### src/rtl/mips_pkg.sv
// Shared MIPS datapath constants and operand-select encoding.
package mips_pkg;

  localparam int unsigned DATA_W = 32;
  localparam int unsigned REG_W  = 5;

  localparam logic [REG_W-1:0] REG_ZERO = 5'd0;

  // Source of an ID-stage operand, in priority order.
  typedef enum logic [1:0] {
    FWD_ZERO,
    FWD_EXM,
    FWD_WB,
    FWD_RF
  } fwd_sel_t;

endpackage

### src/rtl/operand_forward.sv
// Operand bypass mux: picks r0, EX/MEM, write-back or register-file data.
module operand_forward
  import mips_pkg::*;
#(
  parameter int unsigned DATA_W = mips_pkg::DATA_W,
  parameter int unsigned REG_W  = mips_pkg::REG_W
) (
  input  logic [REG_W-1:0]  src,
  input  logic [DATA_W-1:0] rf_data,
  input  logic [REG_W-1:0]  exm_rw,
  input  logic              exm_e,
  input  logic [DATA_W-1:0] exm_data,
  input  logic [REG_W-1:0]  wb_rw,
  input  logic              wb_e,
  input  logic [DATA_W-1:0] wb_data,
  output logic [DATA_W-1:0] operand_c
);

  fwd_sel_t sel;

  // Priority select: r0 first, then the younger EX/MEM value, then write-back.
  always_comb begin
    sel = FWD_RF;
    if (src == REG_W'(REG_ZERO)) begin
      sel = FWD_ZERO;
    end else if (exm_e && (exm_rw == src)) begin
      sel = FWD_EXM;
    end else if (wb_e && (wb_rw == src)) begin
      sel = FWD_WB;
    end
  end

  // Data mux driven by the select.
  always_comb begin
    operand_c = rf_data;
    case (sel)
      FWD_ZERO: operand_c = '0;
      FWD_EXM:  operand_c = exm_data;
      FWD_WB:   operand_c = wb_data;
      default:  operand_c = rf_data;
    endcase
  end

endmodule

### src/rtl/id_ex_stage.sv
// Operand fetch with forwarding, load-use stall detection and the ID/EX register.
module id_ex_stage
  import mips_pkg::*;
#(
  parameter int unsigned DATA_W = mips_pkg::DATA_W,
  parameter int unsigned REG_W  = mips_pkg::REG_W,
  parameter int unsigned CNT_W  = 16
) (
  input  logic              Clk,
  input  logic              Reset,
  input  logic [DATA_W-1:0] PA,
  input  logic [DATA_W-1:0] PB,
  input  logic [REG_W-1:0]  RA,
  input  logic [REG_W-1:0]  RB,
  input  logic              Valid_in,
  input  logic [REG_W-1:0]  Rw_in,
  input  logic              E_in,
  input  logic              Mem_rd_in,
  input  logic [DATA_W-1:0] Imm_in,
  input  logic              Flush,
  input  logic [REG_W-1:0]  Exm_rw,
  input  logic              Exm_e,
  input  logic [DATA_W-1:0] Exm_data,
  input  logic [REG_W-1:0]  Wb_rw,
  input  logic              Wb_e,
  input  logic [DATA_W-1:0] Wb_data,
  output logic              Stall,
  output logic [DATA_W-1:0] Ex_a,
  output logic [DATA_W-1:0] Ex_b,
  output logic [DATA_W-1:0] Ex_imm,
  output logic [REG_W-1:0]  Ex_rw,
  output logic              Ex_e,
  output logic              Ex_mem_rd,
  output logic              Ex_valid,
  output logic [CNT_W-1:0]  Stall_count
);

  logic [DATA_W-1:0] op_a_c;
  logic [DATA_W-1:0] op_b_c;
  logic              bubble_c;

  operand_forward #(
    .DATA_W (DATA_W),
    .REG_W  (REG_W)
  ) u_fwd_a (
    .src       (RA),
    .rf_data   (PA),
    .exm_rw    (Exm_rw),
    .exm_e     (Exm_e),
    .exm_data  (Exm_data),
    .wb_rw     (Wb_rw),
    .wb_e      (Wb_e),
    .wb_data   (Wb_data),
    .operand_c (op_a_c)
  );

  operand_forward #(
    .DATA_W (DATA_W),
    .REG_W  (REG_W)
  ) u_fwd_b (
    .src       (RB),
    .rf_data   (PB),
    .exm_rw    (Exm_rw),
    .exm_e     (Exm_e),
    .exm_data  (Exm_data),
    .wb_rw     (Wb_rw),
    .wb_e      (Wb_e),
    .wb_data   (Wb_data),
    .operand_c (op_b_c)
  );

  // Load-use hazard: a latched load feeds a source of the ID instruction.
  always_comb begin
    Stall = Valid_in && !Flush && Ex_valid && Ex_mem_rd && Ex_e &&
            (Ex_rw != REG_W'(REG_ZERO)) &&
            ((Ex_rw == RA) || (Ex_rw == RB));
    bubble_c = Flush || Stall;
  end

  // ID/EX pipeline register: bubble on flush/stall, otherwise capture ID.
  always_ff @(posedge Clk) begin
    if (Reset || bubble_c) begin
      Ex_a      <= '0;
      Ex_b      <= '0;
      Ex_imm    <= '0;
      Ex_rw     <= '0;
      Ex_e      <= 1'b0;
      Ex_mem_rd <= 1'b0;
      Ex_valid  <= 1'b0;
    end else begin
      Ex_a      <= op_a_c;
      Ex_b      <= op_b_c;
      Ex_imm    <= Imm_in;
      Ex_rw     <= Rw_in;
      Ex_e      <= E_in && Valid_in;
      Ex_mem_rd <= Mem_rd_in && Valid_in;
      Ex_valid  <= Valid_in;
    end
  end

  // Saturating count of stall cycles.
  always_ff @(posedge Clk) begin
    if (Reset) begin
      Stall_count <= '0;
    end else if (Stall && (Stall_count != {CNT_W{1'b1}})) begin
      Stall_count <= Stall_count + CNT_W'(1);
    end
  end

endmodule

### config.mk
export PLATFORM = sky130hd
export DESIGN_NAME = id_ex_stage
export DESIGN_NICKNAME = d
export VERILOG_FILES = /design/src/rtl/mips_pkg.sv /design/src/rtl/operand_forward.sv /design/src/rtl/id_ex_stage.sv
export SDC_FILE = /design/constraint.sdc
export NUM_CORES = 1
export LEC_CHECK = 0
export ABC_AREA = 1
export BUFFER_PORTS_ARGS = -buffer_cell sky130_fd_sc_hd__buf_2
export CORE_AREA = 2 2 122 124
export DETAILED_ROUTE_END_ITERATION = 7
export DIE_AREA = 0 0 124 126
export PLACE_DENSITY_LB_ADDON = 0.1
export SLEW_MARGIN = 20
export SYNTH_ARGS = -nofsm -noshare
export SYNTH_HDL_FRONTEND = slang
export SYNTH_SLANG_ARGS = --single-unit
### constraint.sdc
create_clock -name Clk -period 3.2 [get_ports Clk]
set_input_delay 0.64 -clock Clk [delete_from_list [all_inputs] [get_ports Clk]]
set_output_delay 0.64 -clock Clk [all_outputs]
set_load 0.01 [all_outputs]
==> results of run 1 <==
-- worst max-delay path, delay by kind of cell, from the launching register on --
kind	cells	cell delay (ns)
simple gates	6	0.76
flops	1	0.39
buf+inv	3	0.28
-- stage by stage --
| stage | util (%) | cell area [um^2] | hold WS, ns |
|---|---|---|---|
| global placement | 54.9 | 7860 | 0.485 |
| global route | 59.3 | 8490 | 0.426 |
| finish | 59.3 | 8490 | 0.438 |
| detailed placement | 54.9 | 7860 | 0.493 |
| floorplan | - | 6270 | 0.508 |
| CTS | 59.2 | 8470 | 0.419 |
-- cells in the final DEF (no fill, tap or decap), types with 4 or more instances in the layout --
cell type                   netlist  final
sky130_fd_sc_hd__buf_2           39    313
sky130_fd_sc_hd__nand2_1        251    251
sky130_fd_sc_hd__nand4_1        148    148
sky130_fd_sc_hd__inv_1          136    136
sky130_fd_sc_hd__dfxtp_1        120    120
sky130_fd_sc_hd__nor2_1          80     79
sky130_fd_sc_hd__nand3_1         84     79
sky130_fd_sc_hd__clkbuf_16        0     17
sky130_fd_sc_hd__inv_2           15     15
sky130_fd_sc_hd__buf_4            1     12
sky130_fd_sc_hd__a21oi_1          8      8
sky130_fd_sc_hd__a21oi_2          7      7
sky130_fd_sc_hd__diode_2          0      6
sky130_fd_sc_hd__nand3_2          1      6
sky130_fd_sc_hd__nor2_4           3      5
sky130_fd_sc_hd__xor2_1           5      5
sky130_fd_sc_hd__clkinv_4         0      5
sky130_fd_sc_hd__xnor2_1          4      4
sky130_fd_sc_hd__nand2_2          4      4
sky130_fd_sc_hd__inv_6            0      4
-- flip-flops by register name (all words and copies together), names as in the netlist --
signal       cells
Ex_e             1
Ex_rw            5
Ex_valid         1
Ex_imm          32
Ex_a            32
Ex_b            32
Ex_mem_rd        1
Stall_count     16
-- report_power, final --
part / internal (mW) / total [mW] / switching [mW] / leakage [nW]
Combinational: 0.216 / 0.507 / 0.291 / 3.60
Clock: 1.24 / 2.01 / 0.770 / 0.301
Sequential: 1.55 / 1.57 / 0.0185 / 0.983
-- final timing paths --
check                                     from                           end  slack (ns)  cells past startpoint
hold reg to reg   Stall_count[15]$_SDFFE_PP0P_  Stall_count[15]$_SDFFE_PP0P_        0.50                      2
setup reg to reg           Ex_rw[2]$_SDFF_PP0_           Ex_a[18]$_SDFF_PP0_        1.17                      9
setup / recovery           Ex_rw[4]$_SDFF_PP0_                         Stall        0.71                      9
hold / removal                        Rw_in[3]           Ex_rw[3]$_SDFF_PP0_        0.44                      3
-- logic make-up after synthesis --
logic type                 after synthesis
and+or+nand+nor                        581
DFF                                    120
AOI/OAI and AO/OA                       20
xor gates and xnor gates                 9
adders and majority gates                1
buffers and inverters                  213
-- cell type report --
type	instances	share of cell area, %
multi-input combinational	611	35.3
sequential	120	28.3
timing repair buffer	325	19.5
inverter	152	6.75
clock buffer	17	5.01
tap	184	2.71
clock inverter	15	2.27
antenna	6	0.177
-- metal layers --
metal  track usage [%]  share of wire (%)
met1              33.2                 40
met2              45.1                 47
met3              8.33                 10
met4              13.3                3.0
met5                 0               0.10
==> impl_summary.md, run 1 <==
Global routing
Entering global routing, the biggest net connects 65 pins. The first global-routing pass estimated 33800 um of wire. The total global routing overflow is 0. The via count of the first global-routing pass was between 6000 and 7000.

Across every metal layer, demand over resource in global routing totals around 28%. The initial antenna violation count is 7.

STA
Dividing the final minimum period by the clock period gives between 70% and 80%. The minimum clock period is ~2.5 ns. Setup violations remaining at the end of the flow were counted as 0. Setup repair after global routing left no endpoint under its margin. The total negative slack for setup checks is 0 ns. Across all setup checks in the final design, the least slack found is a little over 0.7 ns. The worst relative slew slack is between 40% and 50%.

The highest clock rate is roughly 0.40 GHz. Across the routed clock network, the largest skew measured is roughly 0.0077 ns. The count of final max-slew check failures is 0. The number of endpoints with negative hold slack in the final report was 0. For the pin with the worst max-slew slack, the measured transition is roughly 0.9 ns.

CTS
For the worst-skew pair, the clock arrives at the later sink with an insertion delay of ~0.42 ns. The clock root buffer is sky130_fd_sc_hd__clkbuf_16. The number of setup buffers added after CTS is 0. The count of instances resized after the clock tree is built is 0. CTS built an H-tree with a depth of 4.

The clock tree buffer depth is 2. The number of CTS-inserted buffers is 17. The TritonCTS clock tree is yes. The number of sinks on the clock net is between 100 and 150. Clock-pin slew was measured on the worst setup and hold paths at about 0.06 ns.

Buffers inserted to repair hold after CTS numbered 0.

Route
For this block, the via count after detailed routing is 7264. In the final routed layout, each cell accounts on average for 15.5 um. The via-per-instance ratio is slightly above 5.

The first detailed-routing pass ran for 7 iterations. The sum of routed wire length over all layers is between 20000 and 25000 um. The number of violations reported at the end of detailed-routing iteration 0 is approximately 550. The count of antenna-violating nets left after detailed routing is 0. For this run, design rule violations remaining after detail routing come to 0.

Final layout
The share of post-route cells with drive strength above 1 is between 30% and 40%. Once layout is complete, the cells apart from fillers number roughly 1400. The total of fill cells in the finished design is about 1500. The synthesis-to-layout area growth is 35.4%.

The post-layout net count is ~1400. The multi-input gate area in the final layout is roughly 3000 um^2. The sequential cells in the finished layout cover a total of 2400 um^2.

Synthesis
The register area share after synthesis is roughly two fifths. The complex-gate fraction of the synthesized area is roughly 2.0%. Averaged over all synthesized cells, the footprint is ~6.6 um^2. The adder-cell area share of the yosys netlist is less than 1%. The gate count after technology mapping is roughly 940.

By area, the combinational part of the netlist is dominated by simple AND/OR/NAND/NOR gates. The post-synth design cell area is between 6000 and 7000 um^2. The synthesized netlist contains 31 unique library cells.

Counting flops and latches in the post-synthesis netlist gives between 100 and 150. The count of synthesis-stage warnings from yosys is 0. The number of enable flip-flop cells after synthesis is 0. The area share of xor/xnor cells in the synthesized design is roughly 1.3%. The async set-reset flop share out of synthesis is 0%. By count the netlist is led by 251 x sky130_fd_sc_hd__nand2_1, 148 x sky130_fd_sc_hd__nand4_1, 136 x sky130_fd_sc_hd__inv_1. The share of synthesized cell area in and, or, nand and nor gates is approximately 44%.

The top cell type by area accounts for between 30% and 40% of the synthesized area. Summed over all instances, the cell type with the most area after synthesis is sky130_fd_sc_hd__dfxtp_1. Yosys attributes the largest share of cell area to sky130_fd_sc_hd__dfxtp_1 38%, sky130_fd_sc_hd__nand2_1 15%, sky130_fd_sc_hd__nand4_1 15%. Measured against the total synthesized area, the mux share comes to 0%.

When the netlist entered floorplanning its net count stood at roughly 1100. In the synthesized netlist the dominant register cell turns out to be sky130_fd_sc_hd__dfxtp_1. The most common cell in the synthesized netlist is sky130_fd_sc_hd__nand2_1.

Setup path
The required arrival time at the worst endpoint is approximately 2.6 ns. The critical path goes through inv_1 > nand2_1 > nand2_1 > nor2_1 > nand3_1 > nand2_2 > nand2_2 > inv_1 > buf_2. The endpoint kind of the worst setup timing path is a primary output. The library cell contributing the largest single delay on the critical path is sky130_fd_sc_hd__dfxtp_1. The critical path is of the register to primary output type. In this design, the stage delay of the slowest critical-path cell is between 0.3 and 0.4 ns. Along the worst path, the maximum fanout reaches 17. The critical path startpoint category is a register.

Data on the critical path arrives at its endpoint at ~1.9 ns.

Die
The initial cell density of the core is 43.8%. In this run the vertical extent of the chip is roughly 130 um. The die area is between 15000 and 20000 um^2. Measured along the x axis, the die boundary spans around 120 um. The initialized floorplan defines 44 standard-cell rows. After floorplanning, the core was sized to cover about 14000 um^2.

around 310 I/O pins were placed.

Pwr
The sum of internal, switching and leakage power is approximately 4.1 mW. For this design the ratio of total power to cell area is 482 nW/um^2. Across the VDD grid, the largest voltage drop is 0.334 mV. The leakage power is 4.88 nW.

Placed design
After detailed placement, the design holds a cell count of 1392. During placement, the flow inserted port buffers numbering 313. Detailed placement finished with a half-perimeter wire length of roughly 16000 um. Timing analysis after detailed placement gives a worst setup slack of between 0.7 and 0.8 ns. The global placer's final weighted congestion is slightly above 0.9.

Flow run
The count of max-cap constraint violations is 0.

Min path
The worst hold path belongs to the class primary input to register.

Outcome
The run finished with clean final reports.
No activity file was read; power rests on OpenSTA's default activity.
==> run 2, diff against run 1 <==
Settings changed: ABC_AREA 1 to 0, CORE_AREA 2 2 122 124 to 2 2 123 125, DIE_AREA 0 0 124 126 to 0 0 125 127.
Clock period 3.2 ns to 2.3 ns, I/O delays scaled along.
==> run 2 against run 1 <==
Critical path depth is 5 lower. Synthesized cell count is 29% lower. First-iteration DRC count is 19% lower. Clock power is 24% higher. Sequential power is 39% higher. Flip-flop and latch count stayed put. Critical path type unchanged. Largest cell class unchanged. Highest routed layer unchanged.
==> impl_summary.md, run 2 <==
Outcome
The run finished with clean final reports.

Route
In this run, the number of DRC markers left after iteration 0 of detailed routing was between 400 and 500. The final layout contains routed wiring with a total length of 20300 um. The count of antenna-violating nets left after detailed routing is 0. The pre-antenna-repair detailed-routing pass consisted of 5 iterations. Dividing the detail-routed wire length by the instance count gives 17.3 um.

Detailed routing inserted a total of 6084 vias. The number of DRC violations after detailed routing is 0. The via-per-instance ratio is approximately 5.2.

Pwr
Net switching is 26.3% of the power. The part of the power in registers is 40.4%. The leakage power is between 3 and 4 nW.

The peak ir drop on the vdd network is 0.430 mV. The sum of internal, switching and leakage power is 5.41 mW. The net switching power is about 1.4 mW.

The internal power is 3.99 mW. The combinational power share is a little over an eighth. In this run the power density over the cells is 668 nW/um^2. The share of power burned in the clock network is 46.1%.

Synthesis
Among all flip-flop cells after synthesis, the most frequent one is sky130_fd_sc_hd__dfxtp_1. The count of synthesis-stage warnings from yosys is 0. The most common cell in the synthesized netlist is sky130_fd_sc_hd__dfxtp_1. By count the netlist is led by 120 x sky130_fd_sc_hd__dfxtp_1, 71 x sky130_fd_sc_hd__nand3_1, 60 x sky130_fd_sc_hd__o21ai_0. After synthesis, the mean cell area works out to around 8.4 um^2.

The top cell type by area accounts for a little over two fifths of the synthesized area. The async set-reset flop share out of synthesis is 0%. The number of flip-flops and latches in the synthesized netlist is between 100 and 150. The post-synth design cell area is ~5700 um^2.

The gate count after technology mapping is around 670. In this run, synthesis inferred 0 flip-flops with an integrated enable. Of all cell types, the one taking the most synthesized area is sky130_fd_sc_hd__dfxtp_1. After synthesis, the netlist uses 42 different library cells. Counting every net in the synthesized netlist gives roughly 870.

Sequential cells were found to cover a little over two fifths of the synthesized design area. By area the synthesized netlist is led by sky130_fd_sc_hd__dfxtp_1 42%, sky130_fd_sc_hd__nand3_1 6.3%, sky130_fd_sc_hd__o21ai_0 5.3%.

CTS
The number of CTS-inserted buffers is 17. The tree built by TritonCTS fans out to 120 sinks. The number of H-tree levels is 4. The clock latency reported for the late side of the worst-skew pair is between 0.4 and 0.5 ns. The TritonCTS clock tree is yes. The clock transition at the register clock pins on the worst setup and hold paths after CTS is ~0.060 ns. No sink is reached through more buffers than the 2 on the longest clock path. The cell sitting at the root of the clock tree is a sky130_fd_sc_hd__clkbuf_16.

Final layout
In the layout the commonest cells are 314 x sky130_fd_sc_hd__buf_2, 119 x sky130_fd_sc_hd__dfxtp_1, 70 x sky130_fd_sc_hd__nand3_1. The commonest non-fill, non-tap cell in the layout is sky130_fd_sc_hd__buf_2. Relative to the synthesized area, the layout overhead comes to 42.9%. The finished layout holds between 1000 and 1500 standard cells, fillers aside. Cells with a size suffix above 1 make up between 30% and 40% of the layout.

The largest registers in the layout are Ex_a (32), Ex_b (32), Ex_imm (32). The post-layout net count is around 1200.

STA
Static timing analysis puts the maximum clock frequency at about 0.46 GHz. Setup violations remaining at the end of the flow were counted as 0. On the final layout, the worst clock skew is between 0.003 and 0.004 ns. For the pin with the worst max-slew slack, the measured transition is approximately 0.7 ns. The worst path needs between 2 and 2.5 ns of the cycle, external delays included. Adding up every negative setup slack in the final design gives 0 ns. The count of final max-slew check failures is 0. Setup repair after global routing left no endpoint under its margin. The final cycle utilization of the critical path is 95.0%.

Headroom to the max-slew limit came out at approximately 54%. The number of endpoints with negative hold slack in the final report is 0. Hold is met by 0.248 ns.

Placed design
Routability-driven placement finished with a final weighted congestion of between 0.8 and 0.9. Including well taps, the total number of placed cells is between 1000 and 1500. The count of input and output buffers is 313. Summed over all nets, the half-perimeter wirelength after detailed placement is 14600 um.

Min path
The end point of the worst hold path is Ex_imm[12]$_SDFF_PP0_. In this run the most critical hold path is launched from Imm_in[12]. The worst hold path passes through 2 cells.

In this run the worst hold path is classified as primary input to register.

Setup path
The worst setup path is of the register to primary output kind. The critical path startpoint category is a register. Along the worst path, the maximum fanout reaches 4.

The worst-case register-to-register setup slack is 0.20 ns. The launch point of the worst reg-to-reg path is Ex_rw[2]$_SDFF_PP0_. For the worst setup path, the data required time is ~1.8 ns.

The data arrival time at the worst-slack endpoint is around 1.7 ns. STA classifies the critical path endpoint as a primary output. The depth of the worst register-to-register path is 6. The capturing point of the worst reg2reg path is Ex_a[21]$_SDFF_PP0_.

Global routing
The total global routing overflow is 0. Entering global routing, the biggest net connects 65 pins. The first-pass GRT wire length is 31300 um. The via count of the first global-routing pass was 5783. The initial antenna violation count is 3. In the global route stage, overall resource usage came out at 24.8%.

Flow run
The count of max-cap constraint violations is 0.

Die
Row generation in the floorplan step produced 44 rows. The initial cell density of the core is around two fifths. The die is ~130 um tall. between 300 and 400 I/O pins were placed. The width of the die is 125 um. The die area is about 16000 um^2. In this run the standard cell core region covers around 14000 um^2.
## run 2: changes by cell type after synthesis, moves of 15 or more
| cell | delta |
|---|---|
| sky130_fd_sc_hd__clkbuf_1 | +43 |
| sky130_fd_sc_hd__nor4b_1 | +30 |
| sky130_fd_sc_hd__o21ai_0 | +58 |
| sky130_fd_sc_hd__nand4_1 | -143 |
| sky130_fd_sc_hd__a21oi_1 | +35 |
| sky130_fd_sc_hd__nor2_1 | -37 |
| sky130_fd_sc_hd__and3_1 | +35 |
| sky130_fd_sc_hd__and2_1 | +41 |
| sky130_fd_sc_hd__inv_1 | -135 |
| sky130_fd_sc_hd__buf_2 | -35 |
| sky130_fd_sc_hd__a21boi_0 | +32 |
| sky130_fd_sc_hd__nand2_1 | -214 |
| sky130_fd_sc_hd__inv_2 | -15 |
## run 2: layout make-up
class	instances	area (um^2)
fill	1421	6320
multi-input combinational	493	3030
sequential	120	2400
timing repair buffer	340	1870
clock buffer	18	429
tap	184	230
clock inverter	14	129
antenna	2	5.00
inverter	1	3.75
## run 2: power by group through the flow
stage,logic [mW],registers [mW],clock network [mW]
floorplan,0.300,2.27,0
global placement,0.727,2.23,0
detailed placement,0.725,2.23,0
CTS,0.734,2.18,2.55
global route,0.804,2.19,2.67
finish,0.734,2.18,2.49
## run 2: worst max path at each step
stage	to	slack, ns	from
3_5_place_dp	Stall_count[12]$_SDFFE_PP0P_	0.14	RB[2]
5_1_grt	Stall	0.04	Ex_rw[3]$_SDFF_PP0_
3_3_place_gp	Stall_count[12]$_SDFFE_PP0P_	0.14	RB[2]
2_1_floorplan	Stall	0.32	Ex_rw[0]$_SDFF_PP0_
6_report	Stall	0.12	Ex_rw[2]$_SDFF_PP0_
4_1_cts	Stall	0.01	Ex_rw[3]$_SDFF_PP0_
## run 2: logic make-up (layout without fill, tap and decap cells)
kind of cell	count (synthesis)	after routing	synth area share [%]
simple gates	301	301	30.7
fa+ha+maj	1	1	0.221
flops	120	120	42.4
compound gates	156	156	16.6
mux	5	5	0.993
other cells	0	2	0
buf+inv	61	373	4.48
xor+xnor	30	30	4.63
## run 2: per-stage QoR
step | utilization [%] | instance area, um^2 | setup slack [ns]
3_3_place_gp | 52.0 | 7500 | 0.141
5_1_grt | 56.2 | 8100 | 0.0410
6_report | 56.2 | 8100 | 0.116
2_1_floorplan | - | 5670 | 0.323
4_1_cts | 56.0 | 8080 | 0.0125
3_5_place_dp | 52.0 | 7500 | 0.139
## run 2: what timing repair did
action | in CTS | in global routing
gates cloned | 1 | 0
buffers inserted | 1 | 2
hold buffers | 0 | 0
setup endpoints to repair | 1 | 1
pin swaps | 1 | 1
gates resized for setup | 1 | 2
## run 2: critical path, stage by stage (launching register included)
cell and delay (ns):
sky130_fd_sc_hd__dfxtp_1 0.35, sky130_fd_sc_hd__or4_4 0.55, sky130_fd_sc_hd__o211ai_4 0.23, sky130_fd_sc_hd__nor2_1 0.06, sky130_fd_sc_hd__buf_2 0.13
## run 2: metal layers
layer	part of all wire (%)	vias to the layer above	track usage, %
met1	41	2771	30.7
met2	49	285	41.7
met3	8.5	28	7.50
met4	1.6	2	7.65
met5	0.064	-	0
li1	-	2998	-
==> run 3, diff against run 2 <==
Settings changed: CORE_AREA 2 2 123 125 to default, CORE_ASPECT_RATIO from default to 1.5, CORE_UTILIZATION from default to 35, CTS_BUF_LIST from default to sky130_fd_sc_hd__clkbuf_4, DIE_AREA 0 0 125 127 to default.
==> run 3 against run 2 <==
Power fell by 15%. Clock power shrank 33%. Maximum frequency decreased by 4.1%. Sequential share of layout area is 0.73 points higher. Setup slack worse by 0.094 ns. Final cell count up 2.0%. Flip-flop and latch count did not move. Critical endpoint unchanged.
==> impl_summary.md, run 3 (synthesized netlist as in run 2, its figures left out) <==
Route
In the detailed route, the total length drawn on met2 is between 10000 and 15000 um. The top metal layer carrying routed signals is met4. The via total after detailed routing is approximately 6100. The met3 wire length is 1530 um.

The routed wire length per instance is 16.8 um. The number of DRC violations after detailed routing is 0. The first detailed-routing pass took 4 iterations. Wires add up to ~20000 um. In the final routing, the length of wire on met1 measures 7500 um.

Once detail routing completed, the nets flagged for antenna violations numbered 0. The number of violations reported at the end of detailed-routing iteration 0 is 272. After detailed routing, the number of vias per cell comes to 5.13.

STA
In this run the tightest slew margin relative to its limit is about half. Setup repair after global routing could not meet its margin everywhere. For this run, the top clock speed supported by timing is around 0.44 GHz. For the pin with the worst max-slew slack, the measured transition is between 0.7 and 0.8 ns. The total negative slack for setup checks is 0 ns. The minimum clock period is approximately 2.3 ns. Setup violations remaining at the end of the flow were counted as 0.

The number of endpoints with negative hold slack in the final report is 0. The final cycle utilization of the critical path is about 99%. Hold timing on the final database bottoms out at a slack of approximately 0.11 ns. The count of final max-slew check failures is 0. The final setup skew is ~0.026 ns. After layout, the worst setup slack is about 0.022 ns.

Setup path
STA classifies the critical path endpoint as a primary output. By startpoint and endpoint, the worst setup path is classified as register to primary output. Among all stages on the critical path, the largest delay is contributed by sky130_fd_sc_hd__or4_4.

The delay of the slowest cell on the worst path is 0.55 ns. The critical path goes through or4_4 > o211ai_4 > nor2_2 > buf_6. Grouping stages by cell kind, the critical path spends the most delay in simple AND/OR/NAND/NOR gates. In this run the worst path has a maximum fanout of 2.

The critical path startpoint category is a register. Together, buffers and inverters on the worst path number 1. Data arrives at the worst endpoint at roughly 1.8 ns. The required arrival time at the worst endpoint is between 1.5 and 2 ns.

Placed design
Summing all placed instances gives a cell area of between 7000 and 8000 um^2. The sum of net half-perimeters after detailed placement is about 15000 um. The global placer's final weighted congestion is 0.851. The count of buffers added on input and output ports is 313. The worst slack at placement is ~0.12 ns.

Final layout
The final core utilization is 50.3%. The largest registers in the layout are Ex_a (32), Ex_b (32), Ex_imm (32). The final layout contains 1167 nets.

The synthesis-to-layout area growth is 39.8%. The library cells used most frequently in the layout, excluding fill and tap cells, are 312 x sky130_fd_sc_hd__buf_2, 117 x sky130_fd_sc_hd__dfxtp_1, 70 x sky130_fd_sc_hd__nand3_1. The final design area excluding fillers is 7930 um^2. The library cell used most frequently in the layout, excluding fill and tap cells, is sky130_fd_sc_hd__buf_2. The share of post-route cells with drive strength above 1 is about two fifths.

Pwr
The part of the power in registers is approximately 47%. The proportion of total power due to net switching is a little under a third. Of the total power, combinational logic draws between 10% and 20%. The net switching power is around 1.4 mW.

The share of power burned in the clock network is 36.3%. The peak ir drop on the vdd network is 0.315 mV. The cell area power density is approximately 580 nW/um^2.

The internal power is 3.21 mW. The leakage power is ~3.8 nW.

CTS
The clock transition at the register clock pins on the worst setup and hold paths after CTS is 0.14 ns. The clock latency reported for the late side of the worst-skew pair is between 0.5 and 0.6 ns. The number of sinks on the clock net is 120. The number of H-tree levels is 4. The clock tree buffer depth is 2. The clock root buffer is sky130_fd_sc_hd__clkbuf_4. The TritonCTS clock tree is yes. In this run, CTS created clock tree buffers numbering 17. The post-cts hold buffer count is 0.

Global routing
The via count of the first global-routing pass was approximately 5900. The largest net degree at the start of global routing is 65. The first global-routing pass estimated approximately 31000 um of wire. The total track usage is roughly a quarter. The initial antenna violation count is 4. The total overflow left after global routing is 0.

Die
The y dimension of the die is between 150 and 200 um. Measured along the x axis, the die boundary spans approximately 110 um. During I/O placement, the number of pins put on the boundary was roughly 310. The die covers ~17000 um^2. After floorplanning, the core was sized to cover 15800 um^2. The initial cell density of the core is a little over a third. The row count is 56.

Flow run
The count of max-cap constraint violations is 0.

Outcome
The run finished with clean final reports.

Min path
The path class of the tightest hold or removal check is primary input to register.
[run 3: worst register-to-register path, stage by stage (launching register included)]
cell                       delay, ns
sky130_fd_sc_hd__dfxtp_4        0.36
sky130_fd_sc_hd__or4_4          0.55
sky130_fd_sc_hd__o211ai_4       0.19
sky130_fd_sc_hd__buf_4          0.18
sky130_fd_sc_hd__o21ai_4        0.09
sky130_fd_sc_hd__buf_12         0.20
sky130_fd_sc_hd__nor4b_1        0.39
[run 3: power by group through the flow]
stage               Sequential, mW  Clock, mW  Combinational (mW)
finish                        2.18       1.67               0.751
global route                  2.19       1.81               0.819
CTS                           2.18       1.73               0.752
detailed placement            2.23          0               0.747
global placement              2.23          0               0.748
floorplan                     2.27          0               0.300
[run 3: per-stage QoR]
stage / total power [mW] / instances
after floorplan: 2.57 / 674
after global placement: 2.98 / 1154
after detailed placement: 2.98 / 1154
after CTS: 4.67 / 1188
after global routing: 4.82 / 1193
final: 4.60 / 1195
[run 3: routing by layer]
layer	track usage (%)	vias up
met3	6.63	41
met5	0	-
met2	43.1	249
met1	24.5	2840
li1	-	3000
met4	12.0	0
[run 3: what timing repair did]
item                                    CTS  global route
pin swaps                                 1             3
setup buffers                             2             1
endpoints found under the setup margin    1             1
gates resized for setup                   3             5
[run 3: final cells by class]
| cell class | instances | area (um^2) |
|---|---|---|
| clock inverters | 15 | 181 |
| fillers | 1639 | 7840 |
| well taps | 203 | 254 |
| repair buffers | 340 | 1900 |
| inverters | 1 | 3.75 |
| clock buffers | 17 | 128 |
| flip-flops and latches | 120 | 2410 |
| multi-input cells | 493 | 3040 |
| diodes | 6 | 15.0 |
[run 3: final timing paths]
check,endpoint,from,slack (ns),depth (start not counted)
hold / removal,Ex_imm[31]$_SDFF_PP0_,Imm_in[31],0.11,2
setup reg to reg,Ex_a[6]$_SDFF_PP0_,Ex_rw[1]$_SDFF_PP0_,0.22,6
hold reg to reg,Stall_count[8]$_SDFFE_PP0P_,Stall_count[8]$_SDFFE_PP0P_,0.53,2
setup / recovery,Stall,Ex_rw[1]$_SDFF_PP0_,0.02,4
